**src/rtl/apb_irqfilter.sv**
```systemverilog
// Input conditioning for external interrupt pins, upstream of the edge-interrupt APB block.
//
// Each asynchronous pin goes through a 2-flop synchroniser, then a per-channel polarity
// inversion, then a debounce filter. The filtered level only moves after the conditioned input
// has disagreed with it on DEB+1 consecutive enabled edges.
//
// Ports:
//   pclk, reset      clock and synchronous active-high reset
//   enable           clock-gating qualifier; all state holds while low
//   paddr..pwdata    APB slave inputs (paddr[1:0] ignored)
//   prdata           registered read data, 0 on enabled cycles without a read
//   pready, pslverr  tied 1 / 0
//   irq_raw          asynchronous interrupt pins
//   irq_level        filtered, pclk-synchronous, active-high levels
//
// Register map (word addresses):
//   0x0 POL  RW  [NUM_IRQ-1:0]  1 = invert channel
//   0x4 DEB  RW  [CNT_W-1:0]    debounce length N
//   0x8 STAT RO  {conditioned inputs at [NUM_IRQ+15:16], irq_level at [NUM_IRQ-1:0]}

module apb_irqfilter #(
    parameter int unsigned NUM_IRQ = 4,
    parameter int unsigned CNT_W   = 8
) (
    input  logic               pclk,
    input  logic               reset,
    input  logic               enable,
    input  logic [3:0]         paddr,
    input  logic               pwrite,
    input  logic               psel,
    input  logic               penable,
    input  logic [31:0]        pwdata,
    output logic [31:0]        prdata,
    output logic               pready,
    output logic               pslverr,
    input  logic [NUM_IRQ-1:0] irq_raw,
    output logic [NUM_IRQ-1:0] irq_level
);

    logic [NUM_IRQ-1:0] sync1_q, sync2_q;
    logic [NUM_IRQ-1:0] pol_q;
    logic [CNT_W-1:0]   deb_q;
    logic [NUM_IRQ-1:0] level_q, level_d;
    logic [CNT_W-1:0]   cnt_q [NUM_IRQ];
    logic [CNT_W-1:0]   cnt_d [NUM_IRQ];
    logic [31:0]        prdata_q;
    logic [31:0]        rdata;
    logic [NUM_IRQ-1:0] x;

    logic apb_write, apb_read;
    logic unused_apb;

    assign apb_write = psel & penable & pwrite;
    // Read data is captured in the setup phase so it is valid during the access phase.
    assign apb_read  = psel & ~pwrite;

    assign pready    = 1'b1;
    assign pslverr   = 1'b0;
    assign prdata    = prdata_q;
    assign irq_level = level_q;

    assign unused_apb = ^{paddr[1:0], pwdata};

    // Polarity applies combinationally so a POL write is seen by the filter on the next edge.
    assign x = sync2_q ^ pol_q;

    // Debounce: the counter tracks how long x has disagreed with the output. Using >= lets a
    // DEB write below an in-flight count complete on the next edge instead of wrapping.
    always_comb begin
        level_d = level_q;
        for (int b = 0; b < NUM_IRQ; b++) begin
            cnt_d[b] = cnt_q[b];
            if (x[b] == level_q[b]) begin
                cnt_d[b] = '0;
            end else if (cnt_q[b] >= deb_q) begin
                level_d[b] = x[b];
                cnt_d[b]   = '0;
            end else begin
                cnt_d[b] = cnt_q[b] + CNT_W'(1);
            end
        end
    end

    always_comb begin
        rdata = '0;
        case (paddr[3:2])
            2'd0: rdata[NUM_IRQ-1:0] = pol_q;
            2'd1: rdata[CNT_W-1:0]   = deb_q;
            2'd2: begin
                rdata[NUM_IRQ+15:16] = x;
                rdata[NUM_IRQ-1:0]   = level_q;
            end
            default: ;
        endcase
    end

    always_ff @(posedge pclk) begin
        if (reset) begin
            sync1_q  <= '0;
            sync2_q  <= '0;
            pol_q    <= '0;
            deb_q    <= '0;
            level_q  <= '0;
            prdata_q <= '0;
            for (int b = 0; b < NUM_IRQ; b++) begin
                cnt_q[b] <= '0;
            end
        end else if (enable) begin
            sync1_q <= irq_raw;
            sync2_q <= sync1_q;
            level_q <= level_d;
            for (int b = 0; b < NUM_IRQ; b++) begin
                cnt_q[b] <= cnt_d[b];
            end
            if (apb_write && paddr[3:2] == 2'd0) begin
                pol_q <= pwdata[NUM_IRQ-1:0];
            end
            if (apb_write && paddr[3:2] == 2'd1) begin
                deb_q <= pwdata[CNT_W-1:0];
            end
            // Zero when idle so several slaves' read buses can be ORed.
            prdata_q <= apb_read ? rdata : '0;
        end
    end

endmodule

```
**config.mk**
```make
export PLATFORM = sky130hd
export DESIGN_NAME = apb_irqfilter
export DESIGN_NICKNAME = d
export VERILOG_FILES = /design/src/rtl/apb_irqfilter.sv
export SDC_FILE = /design/constraint.sdc
export NUM_CORES = 1
export LEC_CHECK = 0
export CAP_MARGIN = 20
export CELL_PAD_IN_SITES_DETAIL_PLACEMENT = 2
export CELL_PAD_IN_SITES_GLOBAL_PLACEMENT = 2
export CORE_ASPECT_RATIO = 0.75
export CORE_UTILIZATION = 43
export CTS_CLUSTER_DIAMETER = 30
export DETAILED_ROUTE_END_ITERATION = 7
export DONT_BUFFER_PORTS = 1
export GPL_TIMING_DRIVEN = 0
export PLACE_DENSITY_LB_ADDON = 0.08
export RECOVER_POWER = 25
export SLEW_MARGIN = 20
export SYNTH_ARGS = -nofsm -noshare
export SYNTH_HDL_FRONTEND = slang
export SYNTH_SLANG_ARGS = --single-unit
```
**constraint.sdc**
```tcl
create_clock -name pclk -period 3.3 [get_ports pclk]
set_input_delay 0.99 -clock pclk [delete_from_list [all_inputs] [get_ports pclk]]
set_output_delay 0.99 -clock pclk [all_outputs]
set_load 0.05 [all_outputs]
```
==> results of run 1 <==
-- metrics by stage --
stage                     utilization [%]  std cells  area [um2]
after floorplan                         -        404        4090
after global placement               46.9        532        4250
after detailed placement             46.9        532        4250
after CTS                            50.5        548        4570
after global routing                 50.5        548        4570
final                                50.5        548        4570
-- cells in the final DEF, fill, tap and decap left out, types with 3 or more instances in the layout --
cell type,synthesis,layout
clkbuf_16,0,10
and3_1,7,7
ha_1,36,36
nor2b_1,3,3
a21oi_1,12,12
mux2i_1,24,24
inv_1,17,17
nand2_1,16,16
xor2_1,22,22
o21ai_1,5,5
edfxtp_1,32,32
a311oi_1,4,4
clkbuf_1,6,7
o31ai_1,3,3
conb_1,2,22
nand4_1,3,3
nor2_1,27,27
nand3_1,21,21
xnor2_1,10,10
buf_4,24,24
nand2b_4,3,3
o21ai_0,6,6
or3_1,3,3
a22o_1,8,8
nor2_2,31,31
a2111oi_4,3,3
dfxtp_1,36,36
o21a_1,6,6
-- cells in the mapped netlist (5+ instances only) --
master	instances	area (um2)
xor2_1	22	193
nand2_1	16	60.1
edfxtp_1	32	961
dfxtp_1	36	721
clkbuf_1	6	22.5
nor2_1	27	101
ha_1	36	450
buf_4	24	180
o21ai_0	6	30.0
a22o_1	8	70.1
nand3_1	21	105
nor2_2	31	194
o21a_1	6	45.0
mux2i_1	24	240
and3_1	7	43.8
xnor2_1	10	87.6
a21oi_1	12	60.1
o21ai_1	5	25.0
inv_1	17	63.8
-- critical path: cells and delay by family --
family,cells,cell delay [ns]
AND/OR/NAND/NOR,1,0.21
buffers and inverters,3,1.31
-- area by class of cell --
type	count	area share [%]
flip-flops and latches	68	36.8
inverters	18	1.48
clock inverters	5	1.26
well taps	128	3.51
clock buffers	11	5.78
multi-input cells	284	46.0
plain buffers	34	5.12
-- routing by layer --
metal / vias to the layer above / global-route usage, %
met4: 0 / 7.42
met3: 15 / 5.80
met1: 1407 / 27.7
li1: 1365 / -
met2: 52 / 38.7
met5: - / 0
-- power breakdown --
group | leakage (nW) | total [W] | switching (W) | internal, W
clock | 0.161 | 0.00102 | 0.000367 | 0.000651
combinational | 1.05 | 0.000249 | 0.000160 | 0.0000893
sequential | 0.648 | 0.000966 | 0.0000538 | 0.000913
total | 1.86 | 0.00223 | 0.000581 | 0.00165
-- cells by family (layout without fill, tap and decap cells) --
kind of cell / Yosys count / after routing / synth area share (%)
buffers and inverters: 52 / 68 / 7.55
adder cells (fa/ha/maj): 36 / 36 / 11.2
AO/OA/AOI/OAI: 50 / 50 / 9.86
other: 2 / 22 / 0.187
flip-flops: 68 / 68 / 41.9
XOR/XNOR: 32 / 32 / 6.99
AND/OR/NAND/NOR: 120 / 120 / 16.3
multiplexers: 24 / 24 / 5.99
-- state kept, by name (all words and copies together), names as in the netlist --
| register | flops |
|---|---|
| cnt_q | 32 |
| deb_q | 8 |
| irq_level | 4 |
| pol_q | 4 |
| prdata | 12 |
| sync1_q | 4 |
| sync2_q | 4 |
-- how the worst max path moves through the flow --
stage           start     endpoint  slack [ns]  depth (start not counted)
6_report       enable  cnt_q[3][5]        0.73                          4
5_1_grt        enable  cnt_q[3][7]        0.60                          4
4_1_cts        enable  cnt_q[0][1]        0.71                          4
3_5_place_dp   enable  cnt_q[1][3]        0.35                          4
3_3_place_gp   enable  cnt_q[3][0]        0.43                          4
2_1_floorplan  enable  cnt_q[0][0]        0.95                          4
==> results.ini, run 1 <==
[setup_path]
rr_worst_depth=8
worst_setup_path_end_kind=flop
arrival_ns=2.53
r2r-start=deb_q[1]
worstSetupPathType=in2reg
critPathMaxFanout=32
regToRegSetupSlack_ns=0.91
crit_slowest_cell=inv_2
max_stage_delay_ns=0.61
r2r_end=cnt_q[3][2]
setup.worst_path.start_class=input port
crit_required_ns=3.27
worstPathCellList=clkbuf_1, nor2_1, clkbuf_1, inv_2
cpMostUsedCell=clkbuf_1

[sta]
drv_slew=0
setup-violations-final=0
holdWs_ns=0.511
finalHoldViolCount=0
period_minus_slack_ns=2.57
relSlewSlack_pct=50.7
tightest_slew_ns=0.740
fmax_ghz=0.390
finalCritPeriodShare_pct=77.8
worst_slack_ns=0.733
fin_skew_ns=0.00502
rsz0062_at_grt=no
finalSetupTns_ns=0

[synthesis]
avgSynthCellArea_um2=10.4
syn_inst=384
ys_warn_count=0
ys.flop_type=dfxtp_1
ys_seq_area_share_pct=41.9
syn-cell-area_um2=4010
ys_ff_latch=68
synth-edff-count=32
async_reset_ff_share_pct=0
yosysUniqueCellTypes=39

[die]
dieArea_um2=9720
rows=30
core_um2=9050
die_h_um=85.6
pin_count=84
start_util_pct=44.3
die_w_um=114

[clock_network]
clock-sinks=68
cts_hold_repair.buffers=0
htree_levels=3
cts_buffers=9
cts_tree=built
clock_latency_ns=0.34
cts_setup_buffers=0
cts_resized=0
cts_root_buf=clkbuf_16
clockBufferDepth=2
path_clk_slew_ns=0.05

[drt]
vias=2839
met3_length_um=408
via_per_inst=5.18
first_iter_violations=91
postRouteAntennaNets=0
first_pass_iters=4
drt-wirelength-per-cell_um=18.4
wl_met2_um=4880
routed_wl_um=10100
wl_met1_um=4630
drc=0
dr.max_layer_used=met4

[finish]
synthToLayoutAreaGrowth_pct=13.9
regArea_um2=1680
antennaDiodeCount=0
multi_input_area_um2=2100
fill_cells=935
nets=497
drive_gt1_share_pct=19.5

[global_route]
grt_max_degree=33
track_usage_pct=22.6
grt_remaining_overflow=0
antenna_found_initial=0
grt_pass1_vias=3180
grt_pass1_wl_um=16500

[power]
powerDensity_nw_per_um2=489
vdd_drop_max_mv=0.328
p_leak_nw=1.86
power_w=0.00223

[placed_design]
post-dp-hpwl_um=7740
port_buffers=0
place_congestion=0.735
place_ws_ns=0.354

[run]
maxCapViolations=0

[worst_hold_path]
hp-class=reg2reg
holdCritStartpoint=deb_q[5]
hold_end=prdata[5]
whs_path_depth=1

[status]
status=complete, no violations

No activity file was read; power rests on OpenSTA's default activity.
==> run 2: changes to the inputs <==
--- a/config.mk
+++ b/config.mk
@@ -9,7 +9,7 @@
 export CELL_PAD_IN_SITES_DETAIL_PLACEMENT = 2
 export CELL_PAD_IN_SITES_GLOBAL_PLACEMENT = 2
 export CORE_ASPECT_RATIO = 0.75
-export CORE_UTILIZATION = 43
+export CORE_UTILIZATION = 40
 export CTS_CLUSTER_DIAMETER = 30
 export DETAILED_ROUTE_END_ITERATION = 7
 export DONT_BUFFER_PORTS = 1
==> constraint.sdc (replaced) <==
create_clock -name pclk -period 2.5 [get_ports pclk]
set_input_delay 0.75 -clock pclk [delete_from_list [all_inputs] [get_ports pclk]]
set_output_delay 0.75 -clock pclk [all_outputs]
set_load 0.05 [all_outputs]
==> run 2 against run 1 <==
  * Hold slack got worse by 0.011 ns
  * Register-to-register slack got worse by 0.77 ns
  * Utilization fell by 3.2 points
  * Global-route usage fell by 0.97 points
  * Die area rose by 7.3%
  * Sequential share of layout area fell by 0.18 points
  * Sequential power rose by 33%
  * Combinational power rose by 33%
  * Final area rose by 0.49%
  * Largest power group unchanged
==> results.ini, run 2 (synthesis results as in run 1) <==
[drt]
first_iter_violations=84  ; -7.7%
postRouteAntennaNets=0  ; unchanged
first_pass_iters=4  ; unchanged
drc=0  ; unchanged
via_per_inst=5.16  ; -0.44%
drt-wirelength-per-cell_um=18.8  ; +2.1%
vias=2847  ; +0.28%
routed_wl_um=10400  ; +2.9%

[setup_path]
worstPathCellList=ha_1, nand2b_4, a2111oi_4, o31ai_1, or3_1, buf_6, nor2_2
arrival_ns=2.56  ; +0.03 ns
crit_start=deb_q[0]
max_stage_delay_ns=0.54  ; -0.07 ns
r2r-start=deb_q[0]
crit_slowest_cell=dfxtp_1
crit_required_ns=2.70  ; -0.57 ns
setup.worst_path.start_class=flop
worst_setup_path_end_kind=flop
rr_worst_depth=7  ; -1
critPathMaxFanout=8  ; -75%
worstSetupPathType=reg2reg

[power]
internal_power_w=0.00224  ; +36%
combPwrFrac_pct=10.9  ; -0.3 points
sw_frac_of_total_pct=25.6  ; -0.43 points
powerDensity_nw_per_um2=657  ; +34%
p_leak_nw=1.86  ; +0.50%
netSwitchingPower_w=0.000771  ; +33%
clockPowerShare_pct=46.7  ; +1.1 points
vdd_drop_max_mv=0.331  ; +0.73%
seqPwrFrac_pct=42.3  ; -1.0 points

[clock_network]
clock_latency_ns=0.34  ; about the same
cts_setup_buffers=0  ; unchanged
cts_hold_repair.buffers=0  ; unchanged
cts_resized=0  ; unchanged
clockBufferDepth=2  ; unchanged
htree_levels=3  ; unchanged
clock-sinks=68  ; unchanged
cts_root_buf=clkbuf_16
cts_buffers=9  ; unchanged
path_clk_slew_ns=0.06  ; about the same
cts_tree=built

[global_route]
antenna_found_initial=0  ; unchanged
track_usage_pct=21.6  ; -0.97 points
grt_pass1_wl_um=16800  ; +2.3%
grt_pass1_vias=3030  ; -4.7%
grt_remaining_overflow=0  ; unchanged
grt_max_degree=33  ; unchanged

[finish]
antennaDiodeCount=0  ; unchanged
drive_gt1_share_pct=19.5  ; unchanged
fin_cells=552  ; +0.73%
largest_reg_flops=32  ; unchanged
nets=497  ; unchanged
final_cell_mix=ha_1, dfxtp_1, edfxtp_1
top_register=cnt_q
synthToLayoutAreaGrowth_pct=14.4

[die]
pin_count=84  ; unchanged
die_h_um=88.7  ; +3.6%
rows=31  ; +3.3%
dieArea_um2=10400  ; +7.3%
die_w_um=118  ; +3.6%
core_um2=9700  ; +7.2%
start_util_pct=41.4  ; -3.0 points

[sta]
setup-violations-final=0  ; unchanged
relSlewSlack_pct=51.7  ; +1.1 points
holdWs_ns=0.500  ; -0.0113 ns
tightest_slew_ns=0.723  ; -0.0171 ns
fmax_ghz=0.424
worst_slack_ns=0.140  ; -0.594 ns
finalHoldViolCount=0  ; unchanged
rsz0062_at_grt=no
finalCritPeriodShare_pct=94.4
period_minus_slack_ns=2.36
fin_skew_ns=0.00455  ; -0.000463 ns
drv_slew=0  ; unchanged

[placed_design]
port_buffers=0  ; unchanged
place_ws_ns=-0.154  ; -0.508 ns
post-place-cells=536  ; +0.75%
place_congestion=0.750  ; +2.1%
post-dp-hpwl_um=7550  ; -2.5%

[run]
maxCapViolations=0  ; unchanged

[status]
status=complete, no violations

[worst_hold_path]
holdCritStartpoint=sync1_q[1]
whs_path_depth=2  ; +1
hp-class=reg2reg

run 2: cell types whose count changed in the layout (fill, tap and decap cells not counted):
cell / delta
clkinv_4: -1
clkbuf_16: +1
o21ai_1: -1
inv_4: +1
o21ai_0: +1
clkinv_2: -1
run 2: power by group through the flow:
stage	logic (W)	clock network (W)	registers, W
2_1_floorplan	0.000274	0	0.00128
3_3_place_gp	0.000312	0	0.00130
3_5_place_dp	0.000326	0	0.00130
4_1_cts	0.000331	0.00145	0.00128
5_1_grt	0.000362	0.00149	0.00128
6_report	0.000330	0.00141	0.00128
run 2: critical path, delay by kind of cell (launching register included):
kind                     cells  cell delay [ns]
buffers and inverters        1             0.17
AND/OR/NAND/NOR              3             0.67
flip-flops                   1             0.54
adder cells (fa/ha/maj)      1             0.31
AO/OA/AOI/OAI                2             0.51
run 2: final cells by class:
class | instances | area [um2]
buffer | 34 | 234
clock buffer | 12 | 289
clock inverter | 4 | 50.0
fill | 1040 | 5110
inverter | 18 | 67.6
multi-input combinational | 284 | 2100
sequential | 68 | 1680
tap | 132 | 165
run 2: layer usage:
| metal | up-vias | routed length (um) | track usage, % |
|---|---|---|---|
| met5 | - | 0 | 0 |
| met4 | 0 | 181 | 7.23 |
| met3 | 14 | 380 | 5.73 |
| met2 | 53 | 4900 | 36.5 |
| met1 | 1420 | 4910 | 27.1 |
| li1 | 1360 | - | - |
run 2: path summary, 6_finish.rpt:
check,end,slack (ns)
worst min register to register,sync1_q[1],0.50
worst max-delay path,cnt_q[2][5],0.14
worst min-delay path,sync1_q[1],0.50
worst max register to register,cnt_q[2][5],0.14
run 2: through the flow:
step | util, % | total power, W | TNS [ns] | cell area [um2]
after global placement | 43.8 | 0.00161 | -2.09 | 4250
final | 47.3 | 0.00301 | 0 | 4590
after global routing | 47.3 | 0.00314 | 0 | 4590
after detailed placement | 43.8 | 0.00163 | -4.84 | 4250
after floorplan | - | 0.00155 | 0 | 4090
after CTS | 47.3 | 0.00306 | 0 | 4590
==> variant 1: new RTL, flow settings as in run 1 <==
The parameter `NUM_IRQ` goes from 4 to 8.
--- a/src/rtl/apb_irqfilter.sv
+++ b/src/rtl/apb_irqfilter.sv
@@ -20,5 +20,5 @@
 
 module apb_irqfilter #(
-    parameter int unsigned NUM_IRQ = 4,
+    parameter int unsigned NUM_IRQ = 8,
     parameter int unsigned CNT_W   = 8
 ) (
Ports: changed (resized irq_level and irq_raw); port bits go from 84 to 92. No check against the original RTL was run, so the function may have changed too.
==> variant 1 against run 1 <==
Synthesized cell count up 78%; die area increased by 74%; combinational power grew 65%; register-to-register slack worse by 520 ps; critical path depth is 1 higher; design area increased by 74%; total power grew 78%; routed wire length up 110%; synthesized area grew 76%; clock skew increased by 5.1 ps; worst setup slack worse by 370 ps; first-iteration DRC count is 120% higher; critical path type unchanged; sequential cell count is 52 higher.
==> variant 1: results (changes against run 1) <==
The number of endpoints failing setup at the final stage came to 0 (unchanged). The clock transition at the register clock pins on the worst setup and hold paths after CTS is 60 ps. The total CTS buffers is 17 (+8). The slowest stage of the critical path belongs to the cell clkbuf_1. The register-to-register setup slack came out at 390 ps (-520 ps). After synthesis, the cell types taking the most area are edfxtp_1 27%, dfxtp_1 16%, ha_1 13%. The number of antenna violations at the first check in global routing came to 0 (unchanged). The count of routing violations after the opening detailed-route iteration was 202 (+120%).

On the critical path the largest part of the delay comes from buffers and inverters. The routed wire length is 21,000 um (+110%). The via count of the first global-routing pass came out at 5,835 (+83%). The fraction of final layout cells with drive strength greater than 1 is 0.128 (-0.0672). Among all cell types in the netlist, the one instantiated most often is nor2_1. The number of instances in the synthesized netlist is 685 (+78%). The number of H-tree levels came out at 4 (+1). The run finished with clean final reports. The flip-flop count of the largest register, all copies and words added came out at 64 (+100%). The total of buffers placed on input and output ports came out at 0 (unchanged). The most critical setup path has its startpoint at reset. The register area share after synthesis came out at 0.432 (+0.0130).

The maximum clock skew at final layout came out at 10.1 ps (+5.07 ps). The maximum buffer depth of the clock tree came out at 2 (unchanged). The count of unique library cells instantiated by Yosys came to 42 (+7.7%). The launch point of the worst reg-to-reg path is deb_q[0]. The leakage component of the power came out at 3.21 nW (+73%). The half-perimeter wire length of the detailed placement result is 14,700 um (+89%). The root cell of the clock tree is clkbuf_16.

The routed length per instance came out at 22.2 um (+21%). The number of setup buffers added after CTS is 0 (unchanged). After synthesis, the most frequently instantiated cells are 80 x nor2_1, 72 x ha_1, 64 x edfxtp_1. The cell depth of the worst flop-to-flop path is 6 (-2).

The pin count of the biggest net entering global routing is 44 (+33%). The largest stage delay on the critical path came out at 680 ps (+70 ps). The total number of vias is 5,265 (+85%). The count of inserted antenna diode cells is 0 (unchanged). The signal arrival time at the worst endpoint is 3090 ps (+560 ps).

The max-slew headroom at the worst pin came to 0.261 (-0.246). The number of flops mapped to enable cells by yosys came out at 64 (+100%). The layout filler cell count is 1,653 (+77%). The count of instances resized after the clock tree is built is 0 (unchanged).

The final weighted congestion in routability-driven placement is 0.762 (+3.7%). The later-pin clock latency in the skew report is 430 ps (+90 ps). The critical-path maximum fanout is 43 (+34%). The fraction of power spent switching nets is 0.267 (+0.00669). The detailed-routing iteration count for the pre-antenna-repair pass is 4 (unchanged). The maximum vdd ir drop came out at 0.358 mV (+9.2%). The critical path ends at cnt_q[0][13]. More flip-flops sit in one register than any other, and that register is cnt_q. The global-route wire length before repair was 33,000 um (+100%). The global-route usage over all layers is 0.265 (+0.0395). The cell total after placement is 912 (+71%).

Among all flip-flop cells after synthesis, the most frequent one is edfxtp_1. The endpoint identified for the worst register-to-register timing path is cnt_q[0][19]. The worst hold-check path type is reg2reg.

The total number of nets in the final design is 843 (+70%). The placed instance area came out at 0.00738 mm2 (+74%). The Yosys warning count is 0 (unchanged). The post-route standard cell area excluding fillers is 0.00795 mm2 (+74%).

The post-synthesis async set-or-reset flop share came to 0 (unchanged).
-- variant 1: area by class of cell --
type	count	share of cell area
multi-input combinational	508	0.464
sequential	120	0.383
clock buffer	26	0.0680
tap	210	0.0330
buffer	37	0.0285
inverter	36	0.0173
clock inverter	6	0.00456
timing repair buffer	1	0.00252
-- variant 1: power by group through the flow --
stage | combinational (mW) | clock [mW] | sequential, mW
after floorplan | 0.314 | 0 | 1.75
after global placement | 0.368 | 0 | 1.77
after detailed placement | 0.401 | 0 | 1.77
after CTS | 0.413 | 1.84 | 1.74
after global routing | 0.454 | 1.91 | 1.75
final | 0.412 | 1.81 | 1.74
-- variant 1: cell families after synthesis --
| kind of cell | count (synthesis) | share of synthesized area |
|---|---|---|
| flip-flops | 120 | 0.432 |
| XOR/XNOR | 64 | 0.0796 |
| adder cells (fa/ha/maj) | 72 | 0.128 |
| multiplexers | 40 | 0.0569 |
| AND/OR/NAND/NOR | 223 | 0.157 |
| AO/OA/AOI/OAI | 91 | 0.0932 |
| other | 2 | 0.00107 |
| buffers and inverters | 73 | 0.0519 |
-- variant 1: per-stage QoR --
stage	setup slack (ps)	TNS, ps	hold WS (ps)
floorplan	91.6	0	460
global placement	-1140	-72530	473
detailed placement	-65.6	-2500	499
CTS	383	0	513
global route	280	0	547
finish	360	0	510
-- variant 1: worst min path at each step --
stage | to | from | slack (ps) | cells past startpoint
3_5_place_dp | sync2_q[6] | sync1_q[6] | 500 | 2
4_1_cts | sync1_q[6] | sync1_q[6] | 510 | 2
5_1_grt | sync2_q[6] | sync1_q[6] | 550 | 2
2_1_floorplan | sync1_q[0] | sync1_q[0] | 460 | 2
6_report | sync2_q[7] | sync1_q[7] | 510 | 2
3_3_place_gp | sync2_q[6] | sync1_q[6] | 470 | 2
-- variant 1: layer usage --
metal / part of all wire / GRT usage
met5: 0 / 0
met4: 0.027 / 0.106
met3: 0.040 / 0.0645
met2: 0.51 / 0.462
met1: 0.43 / 0.312
-- variant 1: worst register-to-register path, stage by stage (launching register included) --
cell and delay, ps:
dfxtp_1 830, ha_1 350, nand2b_1 140, a2111oi_0 700, or3_1 220, nand3_1 280
nor2_1 240
==> variant 2: new RTL, flow settings as in run 1 <==
Made on the original files. Make the reset (`reset`) asynchronous in one clocked block. Comments in the files are not updated.
--- a/src/rtl/apb_irqfilter.sv
+++ b/src/rtl/apb_irqfilter.sv
@@ -95,5 +95,5 @@
     end
 
-    always_ff @(posedge pclk) begin
+    always_ff @(posedge pclk or posedge reset) begin
         if (reset) begin
             sync1_q  <= '0;
Check against the original RTL: differs if reset is asserted again (counterexample within 4 cycles, from zero or initial values and one cycle with reset high); with reset held inactive, the same outputs for 4 cycles.
==> variant 2 against run 1 <==
Design area grew 2.8%; worst setup slack got worse by 380 ps; register-to-register slack worse by 40 ps; sequential cell count did not move; synthesized area is 2.6% higher; critical path depth increased by 1; routed wire length rose by 34%; critical endpoint is now prdata[19].
Power is not compared: it rests on default switching activity, and its combinational part moved more than twofold at a synthesized area within 25%.
==> variant 2: results (changes against run 1) <==
The number of flops mapped to enable cells by yosys is 0 (-100%). The global-route usage over all layers came to 0.297 (+0.0713). The count of routing violations after the opening detailed-route iteration was 105 (+15%). The signal arrival time at the worst endpoint came out at 3200 ps (+670 ps).

The flow ran to the end, and the final reports show no timing, DRC or antenna violations. The met1 track demand over resource in global routing came out at 0.341 (+0.0645). The critical-path maximum fanout is 10 (-69%). The maximum buffer depth of the clock tree is 2 (unchanged). The register-to-register setup slack came out at 870 ps (-40 ps). The number of non-filler instances in the completed layout is 595 (+8.6%). For this design, the slowest cell found on the critical path is clkbuf_1.

The register containing the most flip-flops in the final layout is cnt_q. The total number of vias came out at 3,363 (+18%). The final weighted congestion in routability-driven placement is 0.784 (+6.7%). The via count of the first global-routing pass is 3,950 (+24%). The commonest cells after synthesis are 68 x dfrtp_1, 42 x inv_1, 36 x ha_1. In the post-synthesis netlist, the biggest area contributors are dfrtp_1 41%, ha_1 11%, buf_4 4.0%. The detailed-routing iteration count for the pre-antenna-repair pass came out at 4 (unchanged). The pin count of the biggest net entering global routing is 50 (+52%). The maximum clock skew at final layout is 6.25 ps (+1.23 ps).

The total number of nets in the final design came out at 545 (+9.7%). The max-slew headroom at the worst pin came to 0.146 (-0.361). The post-synthesis async set-or-reset flop share came to 1.00 (+1.00).

The cell total after placement is 580 (+9.0%). The fraction of final layout cells with drive strength greater than 1 is 0.105 (-0.0903). The count of unique library cells instantiated by Yosys came out at 42 (+7.7%). The number of instances in the synthesized netlist is 431 (+12%). The global-route wire length before repair came to 21,600 um (+31%). The met3 layer usage reported by global route was 0.0601 (+0.00219). The register area share after synthesis came out at 0.413 (-0.00585). The routed length per instance came out at 22.6 um (+23%). The met2 layer usage reported by global route was 0.546 (+0.159). The hold slack came to 495 ps (-16.0 ps).
variant 2: changes by cell type in the layout (fill, tap and decap cells not counted), sizes merged, moves of 20 or more:
cell	run 1	this run
nor2	59	14
inv	18	41
o22ai	0	22
o21ai	11	31
dfrtp	0	68
dfxtp	36	0
edfxtp	32	0
variant 2: logic make-up after synthesis:
family	count (synthesis)	synth area share
AO/OA/AOI/OAI	106	0.158
flip-flops	68	0.413
AND/OR/NAND/NOR	106	0.135
multiplexers	26	0.0684
adder cells (fa/ha/maj)	36	0.109
other	2	0.00182
XOR/XNOR	8	0.0207
buffers and inverters	79	0.0933
variant 2: cell type report:
cell class / instances / area, um2
Fill cell: 987 / 4460
Multi-Input combinational cell: 304 / 2100
Sequential cell: 68 / 1700
Clock buffer: 10 / 239
Buffer: 37 / 226
Tap cell: 128 / 160
Inverter: 42 / 159
Clock inverter: 5 / 100
Timing Repair Buffer: 1 / 5.00
variant 2: stage by stage:
step / setup TNS (ps) / cell area [um2] / worst slack [ps]
after floorplan: 0 / 4190 / 598
after global placement: -21360 / 4350 / -319
after detailed placement: 0 / 4380 / 38.4
after CTS: 0 / 4720 / 357
after global routing: 0 / 4700 / 193
final: 0 / 4700 / 355
variant 2: layer usage:
| layer | share of wire | vias up |
|---|---|---|
| li1 | - | 1541 |
| met2 | 0.52 | 67 |
| met4 | 0.023 | 0 |
| met3 | 0.034 | 29 |
| met1 | 0.42 | 1726 |
| met5 | 0 | - |
variant 2: path summary, 6_finish.rpt:
path / from / end / cells after the start
worst max-delay path: enable / prdata[19] / 5
worst min-delay path: deb_q[6] / prdata[6] / 2
worst max register to register: deb_q[7] / cnt_q[16] / 7
worst min register to register: deb_q[6] / prdata[6] / 2
max in group asynchronous: reset / cnt_q[31] / 2
min in group asynchronous: reset / prdata[4] / 1
variant 2: worst register-to-register path, cell delays in order, from the launching register on:
cell and delay [ps]:
dfrtp_1 360, inv_1 180, ha_1 370, nand2_1 100
or3_1 370, o21ai_1 560, nor2_1 100, mux2_2 280
variant 2: report_power, final:
part	internal (mW)	switching, mW	leakage [nW]
registers	1.02	0.355	0.888
clock network	0.752	0.379	0.168
logic	0.487	0.792	1.19
total	2.26	1.53	2.25
